### config.mk
export PLATFORM = sky130hd
export DESIGN_NAME = cache_mem_arbiter
export DESIGN_NICKNAME = d
export VERILOG_FILES = /design/src/rtl/cache_mem_arbiter.sv
export SDC_FILE = /design/constraint.sdc
export NUM_CORES = 1
export LEC_CHECK = 0
export BUFFER_PORTS_ARGS = -buffer_cell sky130_fd_sc_hd__buf_2
export CELL_PAD_IN_SITES_DETAIL_PLACEMENT = 0
export CELL_PAD_IN_SITES_GLOBAL_PLACEMENT = 2
export CORE_ASPECT_RATIO = 0.8
export CORE_MARGIN = 3
export CORE_UTILIZATION = 25
export CTS_CLUSTER_SIZE = 12
export DETAILED_ROUTE_END_ITERATION = 6
export PLACE_DENSITY_LB_ADDON = 0.1
export SYNTH_ARGS = -nofsm -noshare
export SYNTH_HDL_FRONTEND = slang
export SYNTH_SLANG_ARGS = --single-unit
### constraint.sdc
create_clock -name clk -period 12.3 [get_ports clk]
set_input_delay 0.615 -clock clk [delete_from_list [all_inputs] [get_ports clk]]
set_output_delay 0.615 -clock clk [all_outputs]
set_load 0.1 [all_outputs]
### src/rtl/cache_mem_arbiter.sv
// cache_mem_arbiter: shares one word-wide main-memory port between I-cache
// refills and D-cache refills/writebacks. Each granted request runs as one
// BLOCK_BEATS-beat burst and finishes with a single ready pulse.
// Build option: define MEM_ARB_RR_EN for round-robin I/D arbitration on ties;
// left undefined, the D-cache wins every tie.
module cache_mem_arbiter #(
    parameter int ADDR_W      = 32,
    parameter int DATA_W      = 32,
    parameter int BLOCK_BEATS = 4
) (
    input  logic                          clk,
    input  logic                          rst,
    input  logic                          ic_rden,
    input  logic [ADDR_W-1:0]             ic_addr,
    output logic                          ic_ready,
    output logic [BLOCK_BEATS*DATA_W-1:0] ic_rdata,
    input  logic                          dc_rden,
    input  logic                          dc_wren,
    input  logic [ADDR_W-1:0]             dc_addr,
    input  logic [BLOCK_BEATS*DATA_W-1:0] dc_wdata,
    output logic                          dc_ready,
    output logic [BLOCK_BEATS*DATA_W-1:0] dc_rdata,
    output logic                          mem_req,
    output logic                          mem_we,
    output logic [ADDR_W-1:0]             mem_addr,
    output logic [DATA_W-1:0]             mem_wdata,
    input  logic                          mem_ack,
    input  logic [DATA_W-1:0]             mem_rdata,
    output logic                          busy
);

    localparam int CNT_W  = $clog2(BLOCK_BEATS);
    localparam int BYTE_W = $clog2(DATA_W / 8);
    localparam int OFF_W  = CNT_W + BYTE_W;
    // Clears the byte-in-line offset so a burst always starts at the line base.
    localparam logic [ADDR_W-1:0] LINE_MASK = ~((ADDR_W'(1) << OFF_W) - ADDR_W'(1));

    typedef enum logic [1:0] {
        IDLE  = 2'd0,
        BURST = 2'd1,
        RESP  = 2'd2
    } state_t;

    state_t                               state;
    state_t                               state_nxt;
    logic [CNT_W-1:0]                     beat_cnt;
    logic [BLOCK_BEATS-1:0][DATA_W-1:0]   line_buf;
    logic [ADDR_W-1:0]                    base;
    logic                                 op_we;
    logic                                 win_d;
    logic                                 grant_d;
    logic                                 any_req;
    logic                                 last_beat;
    logic [BLOCK_BEATS*DATA_W-1:0]        ic_line_q;
    logic [BLOCK_BEATS*DATA_W-1:0]        dc_line_q;

    assign any_req   = ic_rden | dc_rden | dc_wren;
    assign last_beat = (beat_cnt == CNT_W'(BLOCK_BEATS - 1));

`ifdef MEM_ARB_RR_EN
    logic last_grant_d;

    // Remember which side completed last; a reset leaves D as "last" so the first tie goes to I.
    always_ff @(posedge clk or posedge rst) begin
        if (rst)
            last_grant_d <= 1'b1;
        else if (state == RESP)
            last_grant_d <= win_d;
    end

    // On a tie the side that was not granted last wins.
    always_comb begin
        grant_d = (dc_rden | dc_wren) & (~ic_rden | ~last_grant_d);
    end
`else
    // Fixed priority: any D-side request beats the I-side.
    always_comb begin
        grant_d = dc_rden | dc_wren;
    end
`endif

    // State register; reset abandons any burst in flight.
    always_ff @(posedge clk or posedge rst) begin
        if (rst)
            state <= IDLE;
        else
            state <= state_nxt;
    end

    // Next state: IDLE -> BURST on any request, BURST -> RESP on the last acked beat, RESP -> IDLE.
    always_comb begin
        state_nxt = state;
        case (state)
            IDLE:    if (any_req) state_nxt = BURST;
            BURST:   if (mem_ack && last_beat) state_nxt = RESP;
            RESP:    state_nxt = IDLE;
            default: state_nxt = IDLE;
        endcase
    end

    // Latch the winner in IDLE, collect or serialise beats in BURST, publish the line in RESP.
    always_ff @(posedge clk or posedge rst) begin
        if (rst) begin
            beat_cnt  <= '0;
            line_buf  <= '0;
            base      <= '0;
            op_we     <= 1'b0;
            win_d     <= 1'b0;
            ic_line_q <= '0;
            dc_line_q <= '0;
        end else begin
            case (state)
                IDLE: begin
                    if (any_req) begin
                        win_d    <= grant_d;
                        op_we    <= grant_d & dc_wren;
                        base     <= (grant_d ? dc_addr : ic_addr) & LINE_MASK;
                        beat_cnt <= '0;
                        // Writebacks take precedence over a refill on the D side.
                        if (grant_d && dc_wren)
                            line_buf <= dc_wdata;
                    end
                end
                BURST: begin
                    if (mem_ack) begin
                        if (!op_we)
                            line_buf[beat_cnt] <= mem_rdata;
                        beat_cnt <= beat_cnt + CNT_W'(1);
                    end
                end
                RESP: begin
                    if (!win_d)
                        ic_line_q <= line_buf;
                    else if (!op_we)
                        dc_line_q <= line_buf;
                end
                default: ;
            endcase
        end
    end

    // Memory port, ready pulses and held line outputs, all decoded from the current state.
    always_comb begin
        mem_req   = (state == BURST);
        mem_we    = (state == BURST) & op_we;
        mem_addr  = '0;
        mem_wdata = '0;
        if (state == BURST) begin
            // Beat index only fills the offset bits, so the address never carries into the tag.
            mem_addr  = base | (ADDR_W'(beat_cnt) << BYTE_W);
            mem_wdata = line_buf[beat_cnt];
        end
        busy     = (state != IDLE);
        ic_ready = (state == RESP) & ~win_d;
        dc_ready = (state == RESP) & win_d;
        ic_rdata = ic_ready ? line_buf : ic_line_q;
        dc_rdata = (dc_ready && !op_we) ? line_buf : dc_line_q;
    end

endmodule

==> impl_metrics.toml <==
[status]
run_status = "finished clean"

[cells_and_area]
fin_util_pct = 31.61
drive_gt1_share_pct = 48.64
nets = 2394
num-fill-cells = 8576
final_common_cell = "buf_2"
area_growth_pct = 24.20
final_cell_mix = "buf_2 (544), dfrtp_1 (416), mux2_4 (240), nand2_1 (161), mux2_2 (135)"

[worst_setup_path]
arrival_ns = 4.13
critPathMaxStageDelay_ns = 1.05
path_buf_inv = 2
critPathMaxFanout = 58
cp-end-kind = "primary output"
setup.worst_path.start_class = "flop"
crit_start = "state[1]$_DFFE_PP0P_"
crit_required_ns = 11.69
cp_top_family = "buffers and inverters"
criticalPathCategory = "flop to primary output"
slowest_stage = "nor3b_4"
worstReg2RegStart = "beat_cnt[1]$_DFFE_PP0P_"
cp_cell_sequence = "nor3b_4 -> buf_4 -> mux2_2 -> buf_2"

[logic_synthesis]
syn-cell-area_um2 = 21130
yosysWarnings = 0
synth_cell_types = 35
yosys.area.top_type_share_pct = 49.50
synth_edf_count = 0
synthFlopType = "dfrtp_1"
netlist.top_cell.by_area = "dfrtp_1"
synth_area_leaders = "dfrtp_1 (49%), mux2_4 (17%), mux2_2 (7.2%), mux4_2 (3.4%), nand3_1 (3.1%)"
syn-mean-instance-area_um2 = 12.56
synth_seq_cells = 418
ys_seq_area_share_pct = 49.50
synthArstFlopShare_pct = 100.0
syn_inst = 1683

[clock_network]
clk_latency_ns = 0.61
clock-sinks = 418
htree_num_levels = 2
cts_tree = "yes"
cts_root_buffer = "clkbuf_16"
cts_buffers = 52
clk_pin_slew_worst_paths_ns = 0.06
clk_path_buf_depth = 3
post_cts_resized = 0
post_cts_buffers = 0
hold_buffers = 0

[global_route]
gr-total-overflow = 0
grt.total_usage_pct = 17.75
grt_pass1_wl_mm = 116.0
grt_max_degree = 116
grt_antenna_before_repair = 16
grt_pass1_vias = 16066

[timing]
finalSetupViolations = 0
fmax_mhz = 210.9
rsz0062_at_grt = "no"
fin_worst_skew_ns = 0.02038
fin_crit_sh_pct = 38.55
fin_crit_ns = 4.741
setup-tns-final_ns = 0
slew_violations = 0
max-slew-margin-rel_pct = 20.43
tightest_slew_ns = 1.192
finalHoldViolations = 0

[floorplan]
core_um2 = 83030
die_w_um = 331.1
io-pin-count = 555
die_area_um2 = 88070
start_util_pct = 25.45
std_cell_rows = 94
die_y_um = 266.0

[routing]
routed-via-count = 15293
first_pass_iters = 4
drc = 0
drtAntennaViolNets = 0
drtIter0Drc = 752
viasPerCell = 4.619
wl_per_cell_um = 24.09
routed_wirelength_mm = 79.76

[job]
maxCapViolCount = 0

[place]
dp_hpwl_mm = 52.24
portBuffers = 544
gp_congestion = 0.7398

[worst_hold_path]
hold_class = "primary input to asynchronous set/reset pin"
-- flip-flops by register name (all words and copies together), names as in the netlist --
register / flops
base: 28
line_buf: 128
ic_line_q: 128
beat_cnt: 2
dc_line_q: 128
win_d: 1
state: 2
op_we: 1
-- metrics by stage --
step	hold slack, ns	instance area (um2)	instances	setup WS, ns
floorplan	0.4418	21140	1684	0.05024
global route	0.09035	26240	3307	7.346
CTS	0.05348	26220	3302	7.414
global placement	0.4558	24570	3210	8.137
detailed placement	0.4629	24570	3210	8.128
finish	0.05862	26250	3311	7.559
-- logic make-up after synthesis --
kind of cell	count (synthesis)	synth area share (%)
fa+ha+maj	4	0.2369
simple gates	464	9.971
other cells	1	0.01775
flops	418	49.50
compound gates	198	6.081
buf+inv	154	4.731
mux	444	29.46
-- per-layer routing --
layer	GRT usage [%]	vias up	wire [um]
met1	24.49	7797	36310
met5	0	-	65
met4	4.881	10	1848
met2	27.37	402	36200
met3	4.783	108	5330
li1	-	6976	-
-- synthesized netlist by cell type (3+ instances only) --
| master | n |
|---|---|
| mux2i_1 | 28 |
| clkbuf_1 | 40 |
| and2_1 | 61 |
| nor2_1 | 103 |
| mux2_2 | 135 |
| a21oi_1 | 32 |
| o21ai_0 | 31 |
| mux2_4 | 240 |
| a41oi_1 | 32 |
| mux4_2 | 32 |
| a21oi_4 | 3 |
| inv_1 | 5 |
| nand4b_1 | 3 |
| nand2_1 | 161 |
| a31oi_1 | 96 |
| mux2_1 | 9 |
| nand3_1 | 130 |
| buf_2 | 71 |
| nand2b_1 | 3 |
| ha_1 | 4 |
| buf_4 | 6 |
| dfrtp_1 | 418 |
| buf_8 | 20 |
| buf_6 | 7 |
-- final timing paths --
check,slack (ns),cells past startpoint,end
min,0.06,2,dc_line_q[55]$_DFFE_PP0P_
max,7.56,4,ic_rdata[108]
min in group clk,0.25,3,line_buf[66]$_DFFE_PP0P_
min reg2reg,0.47,2,base[26]$_DFFE_PP0P_
max in group asynchronous,10.32,4,dc_line_q[103]$_DFFE_PP0P_
max reg2reg,8.93,6,line_buf[122]$_DFFE_PP0P_
-- cell type report --
cell class	count	area (um2)	area share, %
clock buffer	86	1590	6.059
multi-input combinational	1112	9739	37.11
antenna	9	22.52	0.08581
timing repair buffer	570	2943	11.21
sequential	418	10470	39.88
clock inverter	6	66.31	0.2527
tap	1104	1381	5.263
inverter	6	35.03	0.1335
Power is not shown: default switching activity piles up to over one toggle a cycle in this logic, so the estimate is an artifact.
